$ cat src/rtl/signed_num_parser.sv
// ---------------------------------------------------------------------------
// signed_num_parser
// Converts a stream of ASCII decimal tokens into two's-complement numbers.
// A token is an optional leading '-', one or more digits, and a delimiter
// (space, CR, LF and optionally ','). Each accepted token pulses
// number_valid. A malformed token, or an overflowed one when saturation is
// disabled, pulses error exactly once.
//
// Ports
//   sys_clk_in   in   system clock
//   sys_rst_n    in   asynchronous active-low reset
//   rx_data      in   received byte
//   rx_valid     in   one-cycle strobe qualifying rx_data
//   clear        in   synchronous abort: drops the token, zeroes num_count
//   number_out   out  parsed signed value, held between pulses
//   number_valid out  one-cycle pulse, number_out valid
//   overflow     out  one-cycle pulse with number_valid when value clamped
//   error        out  one-cycle pulse when a token is rejected
//   busy         out  a token is partially received
//   num_count    out  count of number_valid pulses (wrapping)
// ---------------------------------------------------------------------------
module signed_num_parser #(
    parameter int DATA_W      = 16,
    parameter int SATURATE    = 1,
    parameter int COMMA_DELIM = 1,
    parameter int CNT_W       = 8
) (
    input  logic              sys_clk_in,
    input  logic              sys_rst_n,
    input  logic [7:0]        rx_data,
    input  logic              rx_valid,
    input  logic              clear,
    output logic [DATA_W-1:0] number_out,
    output logic              number_valid,
    output logic              overflow,
    output logic              error,
    output logic              busy,
    output logic [CNT_W-1:0]  num_count
);

    // Four guard bits hold mag*10 + 9 without wrapping, since mag never
    // exceeds 2^(DATA_W-1).
    localparam int EXT_W = DATA_W + 4;

    typedef enum logic [1:0] {
        ST_IDLE,
        ST_SIGN,
        ST_DIGIT,
        ST_SKIP
    } state_t;

    state_t              r_state;
    logic [EXT_W-1:0]    r_mag;
    logic                r_neg;
    logic                r_ovf;
    logic [DATA_W-1:0]   r_number;
    logic                r_valid;
    logic                r_ovf_pulse;
    logic                r_error;
    logic [CNT_W-1:0]    r_count;

    logic                w_is_digit;
    logic                w_is_minus;
    logic                w_is_delim;
    logic [EXT_W-1:0]    w_digit;
    logic [EXT_W-1:0]    w_next;
    logic [EXT_W-1:0]    w_limit;
    logic [DATA_W-1:0]   w_mag_lo;
    logic [DATA_W-1:0]   w_signed;

    assign w_is_digit = (rx_data >= 8'h30) && (rx_data <= 8'h39);
    assign w_is_minus = (rx_data == 8'h2D);
    assign w_is_delim = (rx_data == 8'h20) || (rx_data == 8'h0D) || (rx_data == 8'h0A) ||
                        ((COMMA_DELIM != 0) && (rx_data == 8'h2C));

    assign w_digit = EXT_W'(rx_data[3:0]);
    assign w_next  = (r_mag << 3) + (r_mag << 1) + w_digit;

    // Negative tokens may reach one further than positive ones.
    assign w_limit = r_neg ? (EXT_W'(1) << (DATA_W - 1))
                           : ((EXT_W'(1) << (DATA_W - 1)) - EXT_W'(1));

    // -2^(DATA_W-1) negates to itself in DATA_W bits, which is exactly right.
    assign w_mag_lo = r_mag[DATA_W-1:0];
    assign w_signed = r_neg ? -w_mag_lo : w_mag_lo;

    always_ff @(posedge sys_clk_in or negedge sys_rst_n) begin
        if (!sys_rst_n) begin
            r_state     <= ST_IDLE;
            r_mag       <= '0;
            r_neg       <= 1'b0;
            r_ovf       <= 1'b0;
            r_number    <= '0;
            r_valid     <= 1'b0;
            r_ovf_pulse <= 1'b0;
            r_error     <= 1'b0;
            r_count     <= '0;
        end else begin
            r_valid     <= 1'b0;
            r_ovf_pulse <= 1'b0;
            r_error     <= 1'b0;

            if (clear) begin
                r_state <= ST_IDLE;
                r_mag   <= '0;
                r_neg   <= 1'b0;
                r_ovf   <= 1'b0;
                r_count <= '0;
            end else if (rx_valid) begin
                unique case (r_state)
                    ST_IDLE: begin
                        if (w_is_minus) begin
                            r_neg   <= 1'b1;
                            r_state <= ST_SIGN;
                        end else if (w_is_digit) begin
                            r_mag   <= w_digit;
                            r_state <= ST_DIGIT;
                        end else if (!w_is_delim) begin
                            r_state <= ST_SKIP;
                        end
                    end

                    ST_SIGN: begin
                        if (w_is_digit) begin
                            r_mag   <= w_digit;
                            r_state <= ST_DIGIT;
                        end else if (w_is_delim) begin
                            r_error <= 1'b1;
                            r_state <= ST_IDLE;
                            r_mag   <= '0;
                            r_neg   <= 1'b0;
                            r_ovf   <= 1'b0;
                        end else begin
                            r_state <= ST_SKIP;
                        end
                    end

                    ST_DIGIT: begin
                        if (w_is_digit) begin
                            // Clamp keeps mag bounded for arbitrarily long tokens.
                            if (w_next > w_limit) begin
                                r_mag <= w_limit;
                                r_ovf <= 1'b1;
                            end else begin
                                r_mag <= w_next;
                            end
                        end else if (w_is_delim) begin
                            if (!r_ovf || (SATURATE != 0)) begin
                                r_number    <= w_signed;
                                r_valid     <= 1'b1;
                                r_ovf_pulse <= r_ovf;
                                r_count     <= r_count + CNT_W'(1);
                            end else begin
                                r_error <= 1'b1;
                            end
                            r_state <= ST_IDLE;
                            r_mag   <= '0;
                            r_neg   <= 1'b0;
                            r_ovf   <= 1'b0;
                        end else begin
                            r_state <= ST_SKIP;
                        end
                    end

                    ST_SKIP: begin
                        if (w_is_delim) begin
                            r_error <= 1'b1;
                            r_state <= ST_IDLE;
                            r_mag   <= '0;
                            r_neg   <= 1'b0;
                            r_ovf   <= 1'b0;
                        end
                    end

                    default: begin
                        r_state <= ST_IDLE;
                    end
                endcase
            end
        end
    end

    assign number_out   = r_number;
    assign number_valid = r_valid;
    assign overflow     = r_ovf_pulse;
    assign error        = r_error;
    assign num_count    = r_count;
    assign busy         = (r_state != ST_IDLE);

endmodule

$ cat config.mk
export PLATFORM = sky130hd
export DESIGN_NAME = signed_num_parser
export DESIGN_NICKNAME = d
export VERILOG_FILES = /design/src/rtl/signed_num_parser.sv
export SDC_FILE = /design/constraint.sdc
export NUM_CORES = 1
export LEC_CHECK = 0
export BUFFER_PORTS_ARGS = -buffer_cell sky130_fd_sc_hd__buf_2
export CORE_MARGIN = 5
export CORE_UTILIZATION = 65
export DETAILED_ROUTE_END_ITERATION = 10
export HOLD_SLACK_MARGIN = 0.02
export PLACE_DENSITY = 0.86
export SLEW_MARGIN = 20
export SYNTH_ARGS = -nofsm -noshare
export SYNTH_HDL_FRONTEND = slang
export SYNTH_SLANG_ARGS = --single-unit
$ cat constraint.sdc
create_clock -name sys_clk_in -period 11.65 [get_ports sys_clk_in]
set_clock_uncertainty 0.15 [all_clocks]
set_input_delay 1.165 -clock sys_clk_in [delete_from_list [all_inputs] [get_ports sys_clk_in]]
set_output_delay 1.165 -clock sys_clk_in [all_outputs]
set_load 0.01 [all_outputs]
==> summary.md <==
| Metric | Value |
|---|---|
| Top Metal Used | met4 |
| DRT antenna net count | 0 |
| Hold endpoint | overflow$_DFF_PN0_ |
| Final setup violation count | 0 |
| DP HPWL | 7960 um |
| Yosys top cell by area | dfrtp_1 |
| Most common cell after layout, fill and taps aside | a21oi_1 |
| Die width | 91.2 um |
| CP delay by family, top | simple AND/OR/NAND/NOR gates |
| Router iterations before antenna repair | 5 |
| Synth area leaders | dfrtp_1 (29%), ha_1 (16%), a21oi_1 (7.1%) |
| Clk slew on worst S/H paths | 90 ps |
| CTS Root Cell | clkbuf_8 |
| TritonCTS clock tree | yes |
| Hold_buf cts | 0 |
| Register-to-register setup slack | 6330 ps |
| Async SR Flop Fraction | 1.00 |
| Setup CP Type | in -> reg |
| Fmax | 173 MHz |
| Post-route DRC | 0 |
| Area share of the largest cell type after synthesis | 0.292 |
| RR Endpoint | r_mag[11]$_DFFE_PN0P_ |
| Synth unique cells | 64 |
| Most frequent cells in the layout | a21oi_1 (61), ha_1 (56), dfrtp_1 (49) |
| CORE AREA | 6390 um^2 |
| Initial DRC count | 392 |
| Total negative slack | 0 ps |
| Syn_nets | 555 |
| # H-tree levels | 2 |
| Area growth syn-to-layout | 8.05% |
| Ant. Diodes | 0 |
| DR WL met3 | 518 um |
| I/O pin count | 40 |
| Worst Path Arrival | 5820 ps |
| PwrDens | 131 nW/um^2 |
| Final Cycle Share | 0.496 |
| Die Y | 91.2 um |
| Synthesis-stage register bit count | 50 |
| Data required, critical path | 11690 ps |
| Post-Synthesis Mean Instance Area | 8.85 um^2 |
| Placed Area | 4520 um^2 |
| Fin. max-slew vios | 0 |
| I/O Buffers | 39 |
| Crit-path max FO | 18 |
| Mapped Cells | 485 |
| First-pass GRT wire length | 17100 um |
| Worst R2R Path Depth | 20 |
| Normalized max-slew margin | 0.350 |
| Post-Layout Inst Area | 4640 um^2 |
| CP most frequent cell | a21oi_1 |
| Metal2 WL | 4900 um |
| Metal-1 WL | 4770 um |
| Slowest CP cell | or2_1 |
| Worst hold path startpoint | r_ovf$_DFFE_PN0P_ |
| Endpoint class of the critical path | flip-flop |
| Crit path largest cell delay | 660 ps |
| Worst-Skew Late Latency | 300 ps |
| Area of the die | 8330 um^2 |
| Status | finished, final reports clean |
| Worst hold stages | 1 |
| # rows | 29 |
| Max cap viols | 0 |
| Leak | 2.34 nW |
| Pin count of the biggest net entering global routing | 51 |
| Fin nets | 585 |
| Total of warnings raised by yosys | 0 |
| Sequential share of the synthesized area | 0.292 |
| Post-synth EDFFs | 0 |
| CP bufs+invs | 3 |
| Post-CTS Resized | 0 |
| Cells along the critical path | buf_2 -> inv_1 -> fa_1 -> inv_1 -> ha_1 -> a21oi_1 -> nand4b_1 -> a21oi_1 -> nor2_1 -> o21ai_0 -> a21oi_1 -> xnor2_1 -> ha_1 -> nand4_1 -> nor2_1 -> a31oi_1 -> a21o_1 -> o2111ai_1 -> or2_1 -> mux2_1 -> a22o_1 |
| Synth Flop Type | dfrtp_1 |
| Share of layout cells above drive strength 1 | 0.132 |
| DR WL/cell | 17.5 um |
| Worst-margin pin slew | 972 ps |
| Initial Util | 0.672 |
| CTS Buffer Depth | 2 |
| Unrepaired setup endpoints after global routing | false |
| Via/cell ratio | 6.48 |
| Vias in the first global route | 3546 |
| CTS Buf Count | 5 |
| Placed cells | 585 |
| Synth Cell Area | 4290 um^2 |
| Final Hold Vio Count | 0 |
| Max VDD drop | 119 uV |
| GR Util All Layers | 0.246 |
| Final Non-Filler Cells | 593 |
| Postcts setup bufs | 0 |
| Reg2reg start | r_mag[2]$_DFFE_PN0P_ |
| HP Class | reg -> reg |
| Final Wtd Congestion | 0.931 |
| Period minus WS final | 5780 ps |
| Initial antenna violation count | 0 |
| Gr ovfl total | 0 |
| DR vias | 3844 |
| Routed wire length | 10400 um |
| CTS Sinks | 50 |
| CP Launch Type | input port |
-- Yosys cell counts, types with 2 or more instances --
| master | count |
|---|---|
| a21o_1 | 9 |
| a21oi_1 | 61 |
| or4_1 | 2 |
| nand2_1 | 36 |
| nor3_1 | 8 |
| and3_1 | 6 |
| o211ai_2 | 2 |
| mux2_1 | 6 |
| inv_1 | 19 |
| dfrtp_1 | 50 |
| mux2i_1 | 3 |
| nand3_1 | 9 |
| o21ai_0 | 26 |
| mux2_4 | 4 |
| a31oi_1 | 4 |
| or3_1 | 6 |
| xor2_1 | 19 |
| and2_0 | 2 |
| or2_2 | 2 |
| clkbuf_1 | 16 |
| xnor2_1 | 13 |
| a211oi_2 | 2 |
| o2111ai_1 | 2 |
| a22o_1 | 12 |
| ha_1 | 56 |
| nor2b_1 | 3 |
| nor3_2 | 2 |
| mux2_2 | 2 |
| o21bai_1 | 3 |
| nor2_1 | 43 |
| o211ai_1 | 4 |
| and2_1 | 5 |
| o22ai_1 | 2 |
| a41oi_1 | 2 |
| buf_6 | 2 |
| nand4_1 | 6 |
| fa_1 | 2 |
| o31ai_1 | 5 |
| a211oi_1 | 2 |
| o41ai_1 | 3 |
-- layout make-up --
| cell class | instances | area [um^2] |
|---|---|---|
| clock buffer | 6 | 72.6 |
| clock inverter | 2 | 37.5 |
| fill | 477 | 1750 |
| inverter | 19 | 71.3 |
| multi-input combinational | 397 | 2890 |
| sequential | 50 | 1250 |
| tap | 77 | 96.3 |
| timing repair buffer | 42 | 220 |
-- kinds of logic (layout without fill, tap and decap cells) --
family,after synthesis,after routing,share of synthesized area
AO/OA/AOI/OAI,152,152,0.227
AND/OR/NAND/NOR,139,139,0.159
adder cells (fa/ha/maj),58,58,0.173
flip-flops,50,50,0.292
buffers and inverters,38,69,0.0370
XOR/XNOR,33,33,0.0706
multiplexers,15,15,0.0420
-- routing by layer --
| metal | up-vias | GRT usage |
|---|---|---|
| met5 | - | 0 |
| met1 | 1847 | 0.348 |
| li1 | 1850 | - |
| met3 | 17 | 0.0273 |
| met4 | 0 | 0.0709 |
| met2 | 130 | 0.398 |
-- through the flow --
stage | utilization | worst slack [ps] | total power [mW] | hold WS, ps
finish | 0.726 | 5870 | 0.606 | 359
global route | 0.726 | 5520 | 0.651 | 369
CTS | 0.725 | 5930 | 0.605 | 354
detailed placement | 0.708 | 5600 | 0.484 | 328
global placement | 0.708 | 5760 | 0.471 | 321
floorplan | - | 6300 | 0.403 | 304
-- where the power goes --
group          total [mW]  internal (mW)  switching [mW]
registers           0.240          0.205          0.0351
logic               0.245         0.0932           0.152
clock network       0.121         0.0641          0.0572
total               0.606          0.362           0.244
-- flip-flops by register name, indices dropped and copies added (netlist names), 2 cells and up --
| name | count |
|---|---|
| num_count | 8 |
| number_out | 16 |
| r_mag | 19 |
| r_state | 2 |
-- how the worst max path moves through the flow --
stage,startpoint,end,slack [ps],depth (start not counted)
global placement,rx_data[3],r_mag[3]$_DFFE_PN0P_,5760,18
global route,rx_data[3],r_mag[3]$_DFFE_PN0P_,5520,22
CTS,rx_data[3],r_mag[3]$_DFFE_PN0P_,5930,20
finish,rx_data[3],r_mag[11]$_DFFE_PN0P_,5870,21
detailed placement,rx_data[3],r_mag[3]$_DFFE_PN0P_,5600,18
floorplan,rx_data[3],r_mag[5]$_DFFE_PN0P_,6300,22
Note: power is estimated with default switching activity, not from simulation.
